**config.mk**
```make
export PLATFORM = sky130hd
export DESIGN_NAME = active_list
export DESIGN_NICKNAME = d
export VERILOG_FILES = /design/src/rtl/active_list.sv
export SDC_FILE = /design/constraint.sdc
export NUM_CORES = 1
export LEC_CHECK = 0
export CORE_MARGIN = 1
export CORE_UTILIZATION = 50
export CTS_CLUSTER_DIAMETER = 200
export DETAILED_ROUTE_END_ITERATION = 6
export PLACE_DENSITY = 0.76
export REMOVE_ABC_BUFFERS = 1
export SLEW_MARGIN = 40
export SYNTH_ARGS = -nofsm -noshare
export SYNTH_HDL_FRONTEND = slang
export SYNTH_SLANG_ARGS = --single-unit
```
**constraint.sdc**
```tcl
create_clock -name clk -period 9.73 [get_ports clk]
set_input_delay 2.4325 -clock clk [delete_from_list [all_inputs] [get_ports clk]]
set_output_delay 2.4325 -clock clk [all_outputs]
set_load 0.005 [all_outputs]
```
**src/rtl/active_list.sv**
```systemverilog
// In-order retirement buffer for renamed instructions.
// Accepts {logical, new preg, prev preg} from rename, marks entries done on
// writeback and retires them in program order. Each retirement returns the
// superseded physical register to the free list. On a branch flush, entries
// younger than the branch are unwound one per cycle from the tail. Each unwind
// step asks for a map-table restore and frees the speculative physical register.
module active_list #(
    parameter int DEPTH  = 16,
    parameter int LREG_W = 5,
    parameter int PREG_W = 6,
    parameter int IDX_W  = $clog2(DEPTH)
) (
    input  logic              clk,
    input  logic              rst_n,
    input  logic              alloc_valid,
    output logic              alloc_ready,
    input  logic [LREG_W-1:0] alloc_logical,
    input  logic [PREG_W-1:0] alloc_prev_preg,
    input  logic [PREG_W-1:0] alloc_new_preg,
    output logic [IDX_W-1:0]  alloc_tag,
    input  logic              wb_valid,
    input  logic [IDX_W-1:0]  wb_tag,
    input  logic              flush,
    input  logic [IDX_W-1:0]  flush_tag,
    output logic              free_valid,
    output logic [PREG_W-1:0] free_preg,
    output logic              restore_valid,
    output logic [LREG_W-1:0] restore_logical,
    output logic [PREG_W-1:0] restore_preg,
    output logic [IDX_W:0]    count,
    output logic              busy
);

    typedef enum logic {
        NORMAL   = 1'b0,
        ROLLBACK = 1'b1
    } state_t;

    localparam logic [IDX_W:0]   FULL_COUNT = (IDX_W+1)'(DEPTH);
    localparam logic [IDX_W:0]   COUNT_ONE  = (IDX_W+1)'(1);
    localparam logic [IDX_W-1:0] IDX_ONE    = IDX_W'(1);

    state_t state;
    state_t state_next;

    logic [IDX_W-1:0] head;
    logic [IDX_W-1:0] tail;
    logic [IDX_W-1:0] target;
    logic [IDX_W-1:0] target_next;
    logic [IDX_W:0]   count_next;

    logic [DEPTH-1:0] valid;
    logic [DEPTH-1:0] done;

    logic [LREG_W-1:0] logical_mem [DEPTH];
    logic [PREG_W-1:0] prev_mem    [DEPTH];
    logic [PREG_W-1:0] new_mem     [DEPTH];

    logic             alloc_fire;
    logic             commit_fire;
    logic             pop_fire;
    logic             flush_hit;
    logic [IDX_W-1:0] last_idx;
    logic [IDX_W-1:0] flush_age;
    logic [IDX_W-1:0] target_age;

    // Rename handshake works from registered count, so a commit in the same
    // cycle never opens a slot early.
    assign alloc_ready = (state == NORMAL) && (count < FULL_COUNT) && !flush;
    assign alloc_tag   = tail;
    assign busy        = (state == ROLLBACK);

    // Youngest occupied entry, and ages measured from the oldest entry so that
    // "older" is well defined across pointer wrap.
    assign last_idx   = tail - IDX_ONE;
    assign flush_hit  = flush && valid[flush_tag];
    assign flush_age  = flush_tag - head;
    assign target_age = target - head;

    // Next-state logic: decides allocate, commit and unwind for this cycle.
    always_comb begin
        state_next  = state;
        target_next = target;
        alloc_fire  = 1'b0;
        commit_fire = 1'b0;
        pop_fire    = 1'b0;
        case (state)
            NORMAL: begin
                if (flush_hit) begin
                    // Branch mispredict: freeze retirement and start unwinding.
                    state_next  = ROLLBACK;
                    target_next = flush_tag;
                end else begin
                    alloc_fire  = alloc_valid && alloc_ready;
                    commit_fire = valid[head] && done[head];
                end
            end
            ROLLBACK: begin
                pop_fire = (last_idx != target);
                if (flush_hit && (flush_age < target_age)) begin
                    // An older branch also mispredicted: unwind further. Staying
                    // here even when the old target was just reached keeps the
                    // newer flush from being lost.
                    target_next = flush_tag;
                end else if (!pop_fire) begin
                    state_next = NORMAL;
                end
            end
            default: state_next = NORMAL;
        endcase
    end

    // Occupancy bookkeeping: allocate and retire/unwind can cancel out.
    always_comb begin
        count_next = count;
        if (alloc_fire) begin
            count_next = count_next + COUNT_ONE;
        end
        if (commit_fire || pop_fire) begin
            count_next = count_next - COUNT_ONE;
        end
    end

    // State and rollback target registers.
    always_ff @(posedge clk) begin
        if (!rst_n) begin
            state  <= NORMAL;
            target <= '0;
        end else begin
            state  <= state_next;
            target <= target_next;
        end
    end

    // Head, tail and occupancy pointers.
    always_ff @(posedge clk) begin
        if (!rst_n) begin
            head  <= '0;
            tail  <= '0;
            count <= '0;
        end else begin
            if (commit_fire) begin
                head <= head + IDX_ONE;
            end
            if (alloc_fire) begin
                tail <= tail + IDX_ONE;
            end else if (pop_fire) begin
                tail <= last_idx;
            end
            count <= count_next;
        end
    end

    // Per-entry valid/done flags; later assignments in this block take priority
    // so an entry being retired or unwound is cleared even if written back.
    always_ff @(posedge clk) begin
        if (!rst_n) begin
            valid <= '0;
            done  <= '0;
        end else begin
            if (wb_valid && valid[wb_tag]) begin
                done[wb_tag] <= 1'b1;
            end
            if (alloc_fire) begin
                valid[tail] <= 1'b1;
                done[tail]  <= 1'b0;
            end
            if (commit_fire) begin
                valid[head] <= 1'b0;
                done[head]  <= 1'b0;
            end
            if (pop_fire) begin
                valid[last_idx] <= 1'b0;
                done[last_idx]  <= 1'b0;
            end
        end
    end

    // Entry payload storage; only meaningful while the entry is valid.
    always_ff @(posedge clk) begin
        if (alloc_fire) begin
            logical_mem[tail] <= alloc_logical;
            prev_mem[tail]    <= alloc_prev_preg;
            new_mem[tail]     <= alloc_new_preg;
        end
    end

    // Registered free-list and map-restore ports. Retirement and unwinding
    // never happen in the same cycle, so the free port has a single source.
    always_ff @(posedge clk) begin
        if (!rst_n) begin
            free_valid      <= 1'b0;
            free_preg       <= '0;
            restore_valid   <= 1'b0;
            restore_logical <= '0;
            restore_preg    <= '0;
        end else begin
            free_valid    <= commit_fire || pop_fire;
            restore_valid <= pop_fire;
            if (commit_fire) begin
                free_preg <= prev_mem[head];
            end else if (pop_fire) begin
                free_preg <= new_mem[last_idx];
            end
            if (pop_fire) begin
                restore_logical <= logical_mem[last_idx];
                restore_preg    <= prev_mem[last_idx];
            end
        end
    end

endmodule

```
# After elaboration in Yosys (flattened, before gate mapping)
# Memories as Yosys holds them, arrays and structs flattened. A register that Yosys moved wholly into a read port is not among the register bits.
# Cells that the tools add are included.
dict set report classes {
  addsub 7
  mul 0
  n_div 0
  n_lt_le_gt_ge 11
  n_eq_ne 3
  shift 0
  mux 50
  bitwise 11
  reduce_logical 18
}
# operator n
set ops {}
lappend ops {{2-to-1 mux 16 bit} 12}
lappend ops {{bitwise AND 16 bit} 5}
lappend ops {{NOT 16 bit} 3}
lappend ops {{OR 16 bit} 2}
lappend ops {{< comparator 4 x 5 -> 1 bit (second input constant)} 5}
lappend ops {{2-to-1 mux 4 bit} 6}
lappend ops {{2-to-1 mux 1 bit} 18}
lappend ops {{binary-select mux 1 bit (select 4 bit)} 4}
lappend ops {{demux 1 bit (select 4 bit)} 4}
lappend ops {{greater-or-equal comparator 4 x 1 -> 1 bit (second input constant)} 4}
lappend ops {{2-to-1 mux 6 bit} 2}
lappend ops {{logical AND 1 bit} 11}
lappend ops {{2-to-1 mux 5 bit} 2}
lappend ops {{adder 4 x 1 -> 4 bit (second input constant)} 2}
lappend ops {{case mux 4 bit (2 select lines)} 1}
lappend ops {{subtractor 4 bit} 2}
lappend ops {{adder 5 x 1 -> 5 bit (second input constant)} 1}
lappend ops {{< comparator 5 bit (second input constant)} 1}
lappend ops {{subtractor 5 x 1 -> 5 bit (second input constant)} 1}
lappend ops {{< comparator 4 bit} 1}
lappend ops {{inequality test 4 bit} 1}
lappend ops {{nonzero test 2 bit} 2}
lappend ops {{subtractor 4 x 1 -> 4 bit (second input constant)} 1}
lappend ops {{zero test 1 bit} 3}
lappend ops {{6 further kinds} 6}
dict set report word_totals {
  ff_bits 58
  latch_bits 0
  ram_bits 272
  rom_bits 0
  inputBits 30
  output_inout_bits 30
  mem_count 3
}
# memory depth word_bits rd rd_ports_with_merged_regs wr line_no
set mem_list {}
lappend mem_list {new_mem 16 6 1 0 1 57} ;# logic [PREG_W-1:0] new_mem [DEPTH];
lappend mem_list {prev_mem 16 6 2 2 1 56} ;# logic [PREG_W-1:0] prev_mem [DEPTH];
lappend mem_list {logical_mem 16 5 1 1 1 55} ;# logic [LREG_W-1:0] logical_mem [DEPTH];

# Logic depth before layout (Yosys ltp)
# Gate-level depths: netlist of the first run.
dict set report logic_depth {
  word_depth 15
  mapped_depth 14
  ltp_nobuf 12
}

# Least setup slack after synthesis of the first run
# Ideal clock, no wire load.
dict set report synth_timing {
  kind {input to register}
  from {input flush}
  to {memory logical_mem[3][0] (enable)}
  arrival_time_ns 4.770
  required_ns 9.286
  slack_ns 4.516
  stages 3
  path_cell_list {nor3_1 nand2_1 nor4_1}
}
dict set report synth_via {
  elab_chain_len 7
  elab_cells_between_ends 8
  classes_between {mux (4); reduce/logical (4)}
}
# element line_no
set synth_lines {}
lappend synth_lines {{start, declared} 23} ;# input logic flush,
lappend synth_lines {{zero test 1 bit} 69} ;# assign alloc_ready = (state == NORMAL) && (count < FULL_COUNT) && !flush;
lappend synth_lines {{logical AND 1 bit} 69}
lappend synth_lines {{logical AND 1 bit} 94} ;# alloc_fire = alloc_valid && alloc_ready;
lappend synth_lines {{2-to-1 mux 1 bit (*)} 89} ;# if (flush_hit) begin
lappend synth_lines {{2-to-1 mux 1 bit (*)} 87} ;# case (state)
lappend synth_lines {{2-to-1 mux 1 bit (*)} 181} ;# if (alloc_fire) begin
lappend synth_lines {{2-to-1 mux 1 bit (not written as such) (*)} 182} ;# logical_mem[tail] <= alloc_logical;
lappend synth_lines {{end, declared} 55}
# Mark *: on every way between the ends. The rest lies on a longest branch, timed or not.

# Final worst setup path of the first run
dict set report layout_timing {
  from {input flush}
  to {output alloc_ready}
}
dict set report layout_via {
  elab_chain_len 2
}
# element line_no
set layout_lines {}
lappend layout_lines {{zero test 1 bit} 69}
lappend layout_lines {{logical AND 1 bit} 69}
lappend layout_lines {{end, declared} 16} ;# output logic alloc_ready,
# Every way passes these cells.

==> results.toml, run 1 <==
[place]
gp_congestion = 0.904
dpl_cell_area_um2 = 16300
portBuffers = 59
hpwl_mm = 20.5

[cells_and_area]
n_antenna_cell = 0
regArea_um2 = 9640
num-fill-cells = 2238
nNetsFinal = 1058
area_delta_synth_final_pct = 14.6
layout-drive-gt1-share_pct = 21.1
design_area_um2 = 17500
multi_input_area_um2 = 5350

[setup_path]
cp.required_ns = 7.30
critPathSlowestCell = "clkdlybuf4s50_1"
worstPathCellList = "clkdlybuf4s50_1 -> nor3_1 -> clkdlybuf4s50_1"
startpoint_type = "input port"
crit_path_frequent_cell = "clkdlybuf4s50_1"
worstSetupPathType = "in2out"
end_kind = "output pin"
cp_max_fo = 3
worstRegToRegCells = 10
cp.arrival_ns = 3.75
max_stage_delay_ns = 0.56

[global_route]
antenna_found_initial = 0
grt_max_degree = 71
grt_pass1_vias = 8847
grt_pass1_wl_mm = 53.9
grt_usage_pct = 23.6
gr-total-overflow = 0

[floorplan]
chipHeight_um = 177
rows = 63
dieWidth_um = 177
dieArea_um2 = 31200
boundaryPins = 60
core_um2 = 29900
initial_utilization_pct = 51.1

[detailed_routing]
drt-pass1-iter-count = 5
remaining_drc_errors = 0
vias_per_cell = 6.19
wirelength_mm = 35.5
antenna_left = 0
wl_per_cell_um = 25.0
drt-initial-drc-count = 926
vias = 8793

[clock_network]
cts_sinks = 345
postCtsSetupRepairBufs = 0
cts_max_level = 2
cts_tree = "yes"
clock_latency_ns = 0.52
hold_buffers = 0
cts_root_buf = "clkbuf_16"
cts_inserted_buffers = 37
clockBufferDepth = 3
cts.clk_slew.worst_paths_ns = 0.05
post_cts_resized = 0

[sta]
worstMarginPinSlew_ns = 0.850
setup_viol = 0
fin_crit_ns = 6.18
timing.fmax_mhz = 162
relSlewSlack_pct = 43.0
finalCritPeriodShare_pct = 63.5
rsz0062_at_grt = "no"
hold_violations = 0
setup_tns_ns = 0
fin_worst_skew_ns = 0.0139
slew_viol_final = 0

[logic_synthesis]
synth_area_um2 = 15300
synth_edf_count = 272
avgSynthCellArea_um2 = 16.3
yosysMostFrequentCell = "edfxtp_1"
synthTopCellsByCount = "272 x edfxtp_1, 112 x mux4_2, 73 x dfxtp_1"
seq_area_frac_synth_pct = 63.0
synth-seq-cells = 345
synth-async-reset-ratio_pct = 0
synthCells = 938
synth_top_area_share_pct = 53.5
ys_types = 61
synth_ff_type = "edfxtp_1"
synth.area.top_cells = "edfxtp_1 53%, mux4_2 17%, dfxtp_1 9.6%"
synth_warnings = 0
netlist.top_cell.by_area = "edfxtp_1"

[hold_path]
whs_path_depth = 2
hp-class = "reg2reg"

[pwr]
ir_drop_uv = 139
leakage_nw = 5.56
p_per_area_nw_per_um2 = 200

[flow_run]
cap_violations = 0

[status]
status = "complete, no violations"
==> critical path: cells and delay by family <==
family | cells | cell delay (ns)
buffers and inverters | 2 | 1.03
AND/OR/NAND/NOR | 1 | 0.29
==> cells in the final DEF, fill, tap and decap left out, types with 3 or more instances in the layout <==
| master | netlist | routed |
|---|---|---|
| nor2b_1 | 18 | 18 |
| a31oi_1 | 5 | 5 |
| mux4_2 | 112 | 112 |
| o21bai_1 | 10 | 10 |
| nor3b_1 | 4 | 4 |
| o21a_1 | 3 | 3 |
| o21ai_0 | 13 | 13 |
| clkbuf_8 | 0 | 4 |
| dfxtp_1 | 73 | 69 |
| xor2_1 | 6 | 6 |
| nor3_2 | 3 | 5 |
| ha_1 | 22 | 21 |
| nor3_1 | 13 | 11 |
| nand3_1 | 11 | 11 |
| clkbuf_16 | 0 | 37 |
| buf_4 | 2 | 23 |
| dfxtp_2 | 0 | 3 |
| and2_1 | 15 | 13 |
| and3_1 | 4 | 4 |
| clkinv_1 | 0 | 4 |
| inv_6 | 0 | 4 |
| inv_1 | 23 | 23 |
| clkdlybuf4s50_1 | 0 | 59 |
| nand2b_1 | 4 | 4 |
| nand3b_1 | 7 | 7 |
| mux2i_1 | 27 | 27 |
| nand4_1 | 3 | 3 |
| clkbuf_1 | 27 | 7 |
| nor3b_2 | 3 | 3 |
| a21oi_1 | 39 | 39 |
| nand2_1 | 47 | 47 |
| edfxtp_1 | 272 | 272 |
| clkinv_2 | 0 | 5 |
| nor2_1 | 47 | 47 |
| xnor2_1 | 14 | 13 |
| a211oi_1 | 20 | 20 |
| a21o_1 | 7 | 7 |
| a311oi_1 | 19 | 19 |
==> metrics by stage <==
stage / instances / hold slack, ns / setup slack (ns) / total power, mW / utilization [%]
final: 1421 / 0.454 / 3.55 / 3.50 / 58.6
after global routing: 1421 / 0.473 / 3.45 / 3.62 / 58.6
after CTS: 1421 / 0.456 / 3.53 / 3.52 / 58.6
after detailed placement: 1355 / 0.448 / 3.54 / 2.18 / 54.7
after global placement: 1355 / 0.446 / 3.52 / 2.17 / 54.7
after floorplan: 881 / 0.450 / 2.02 / 2.01 / -
==> area by class of cell <==
cell class | count | area share, %
timing repair buffer | 84 | 4.49
multi-input combinational | 513 | 30.5
clock inverter | 18 | 0.908
inverter | 23 | 0.493
tap | 390 | 2.79
sequential | 345 | 55.0
clock buffer | 48 | 5.75
==> logic make-up after synthesis <==
logic type,after synthesis,share of synthesized area (%)
xor+xnor,21,1.25
buf+inv,80,2.33
compound gates,138,6.33
fa+ha+maj,24,2.06
mux,141,18.5
simple gates,189,6.44
flops,345,63.0
==> flip-flops by register name (all words and copies together) (netlist names), named ones only <==
register         flops
restore_preg         6
alloc_tag            4
prev_mem            96
valid               16
new_mem             96
done                16
free_preg            6
restore_logical      5
target               4
free_valid           1
logical_mem         80
head                 4
busy                 1
restore_valid        1
count                5
==> routing by layer <==
metal  wire (um)  global-route usage (%)  vias up  share of wire, %
met1       14500                    32.9     4409                41
li1            -                       -     3877                 -
met2       17000                    37.4      422                48
met5           0                       0        -                 0
met3        2920                    3.99       85               8.2
met4        1120                    8.58        0               3.2
==> final timing paths <==
| path | from | endpoint | slack, ns |
|---|---|---|---|
| worst max-delay path | flush | alloc_ready | 3.55 |
| worst min-delay path | restore_preg[5] | restore_preg[5] | 0.45 |
| worst max register to register | alloc_tag[0] | done[15] | 6.41 |
| worst min register to register | restore_preg[5] | restore_preg[5] | 0.45 |
==> power by group <==
group / switching, mW / internal [mW]
combinational: 0.255 / 0.240
clock: 0.564 / 0.788
sequential: 0.0307 / 1.62
No activity file was read; power rests on OpenSTA's default activity.
==> inputs of run 2 (changes only) <==
--- a/config.mk
+++ b/config.mk
@@ -9,7 +9,7 @@
 export CORE_UTILIZATION = 50
 export CTS_CLUSTER_DIAMETER = 200
 export DETAILED_ROUTE_END_ITERATION = 6
-export PLACE_DENSITY = 0.76
+export PLACE_DENSITY = 0.78
 export REMOVE_ABC_BUFFERS = 1
 export SLEW_MARGIN = 40
 export SYNTH_ARGS = -nofsm -noshare
==> constraint.sdc (replaced) <==
create_clock -name clk -period 5.4 [get_ports clk]
set_input_delay 1.35 -clock clk [delete_from_list [all_inputs] [get_ports clk]]
set_output_delay 1.35 -clock clk [all_outputs]
set_load 0.005 [all_outputs]
==> results.toml, run 2 (same netlist as run 1, synthesis figures left out) <==
[pwr]
switching_share_pct = 24.2
p_sw_mw = 1.54
seq_power_share_pct = 46.6
p_per_area_nw_per_um2 = 362
combPwrFrac_pct = 14.3
p_clk_share_pct = 39.1
design_power_total_mw = 6.36
internal_power_mw = 4.83
leakage_nw = 5.59
ir_drop_uv = 194

[setup_path]
worstRegToRegCells = 9
crit_path_end = "alloc_ready"
critPathSlowestCell = "clkdlybuf4s50_1"
crit_path_frequent_cell = "clkdlybuf4s50_1"
crit_buf_inv = 2
cp.arrival_ns = 2.72
rr_endpoint = "free_preg[0]"
r2r-start = "alloc_tag[1]"
critical_path_depth = 3
r2r_setup_slack_ns = 1.90
max_stage_delay_ns = 0.57
worstSetupPathType = "in2out"
critPathTopFamily = "buffers and inverters"
cp_max_fo = 3
startpoint_type = "input port"
cp.required_ns = 4.05
critical_path.startpoint = "flush"
end_kind = "output pin"
worstPathCellList = "clkdlybuf4s50_1 -> nor3_1 -> clkdlybuf4s50_1"

[cells_and_area]
area_delta_synth_final_pct = 15.1
num-fill-cells = 2164
layout_common_cells = "272 x edfxtp_1, 112 x mux4_2, 70 x dfxtp_1, 59 x clkdlybuf4s50_1"
design_area_um2 = 17600
top_regs = "new_mem x96, prev_mem x96, logical_mem x80"
stdcell_count = 1425
layout-drive-gt1-share_pct = 21.2
final_util_pct = 58.8
mostFrequentLayoutCell = "edfxtp_1"
nNetsFinal = 1062
n_antenna_cell = 0

[floorplan]
core_um2 = 29900
dieArea_um2 = 31200
initial_utilization_pct = 51.1
dieWidth_um = 177
chipHeight_um = 177
rows = 63
boundaryPins = 60

[detailed_routing]
remaining_drc_errors = 0
drt-initial-drc-count = 974
antenna_left = 0
drt-pass1-iter-count = 5
vias_per_cell = 6.31
wl_per_cell_um = 25.3
wirelength_mm = 36.0
vias = 8996

[clock_network]
cts.clk_slew.worst_paths_ns = 0.05
post_cts_resized = 0
cts_tree = "yes"
hold_buffers = 0
cts_root_buf = "clkbuf_16"
cts_inserted_buffers = 36
clockBufferDepth = 3
cts_max_level = 2
cts_sinks = 345
clock_latency_ns = 0.53
postCtsSetupRepairBufs = 0

[sta]
setup_viol = 0
fin_crit_ns = 4.07
worstMarginPinSlew_ns = 0.887
fin_worst_skew_ns = 0.0277
relSlewSlack_pct = 40.1
finalCritPeriodShare_pct = 75.4
rsz0062_at_grt = "no"
setup_tns_ns = 0
timing.fmax_mhz = 246
hold_violations = 0
slew_viol_final = 0

[global_route]
gr-total-overflow = 0
grt_pass1_wl_mm = 54.6
antenna_found_initial = 1
grt_usage_pct = 23.8
grt_pass1_vias = 9108
grt_max_degree = 45

[place]
hpwl_mm = 21.2
gp_congestion = 0.891
portBuffers = 59
placed_cells = 1360
dpl_cell_area_um2 = 16400

[flow_run]
cap_violations = 0

[hold_path]
hp-class = "reg2reg"

[status]
status = "complete, no violations"
[run 2: cell count changes in the layout (fill, tap and decap cells not counted), sizes merged]
cell / previous run / this run
clkbuf: 48 / 49
buf: 25 / 30
inv: 27 / 25
bufinv: 2 / 4
clkinv: 10 / 8
[run 2: tightest hold or removal path, cell delays in order, from the launching register on]
cell and delay, ns:
dfxtp_1 0.31, nand2_1 0.05, a21oi_1 0.05
[run 2: worst min-delay path by stage]
stage,startpoint,to,slack (ns),cells after the start
after floorplan,valid[0],valid[0],0.45,2
after global placement,restore_preg[0],restore_preg[0],0.45,2
after detailed placement,restore_preg[4],restore_preg[4],0.45,2
after CTS,restore_preg[1],restore_preg[1],0.46,2
after global routing,restore_preg[5],restore_preg[5],0.48,2
final,restore_preg[0],restore_preg[0],0.45,2
[run 2: final cells by class]
cell class	count	area [um2]	share of cell area, %
clock buffers	49	970	5.52
inverters	23	86.3	0.491
clock inverters	16	218	1.24
flip-flops and latches	345	9640	54.8
well taps	390	488	2.78
multi-input cells	513	5350	30.4
repair buffers	89	832	4.73
[run 2: per-stage QoR]
stage               worst slack (ns)  hold slack (ns)
global placement                1.18            0.446
detailed placement              1.13            0.448
global route                    1.25            0.485
finish                          1.33            0.454
CTS                             1.30            0.457
floorplan                      -2.31            0.450
[run 2: power groups by stage]
stage	Sequential [mW]	Combinational [mW]	Clock, mW
after CTS	2.97	0.911	2.52
after global routing	2.97	0.975	2.61
final	2.97	0.911	2.49
after global placement	3.02	0.888	0
after floorplan	3.04	0.587	0
after detailed placement	3.02	0.904	0
[run 2: layer usage]
layer	wire (um)	track usage (%)	share of wire [%]
met1	14200	31.4	40
met2	17900	39.8	50
met3	2880	3.76	8.0
met4	992	8.91	2.8
met5	13	0	0.036
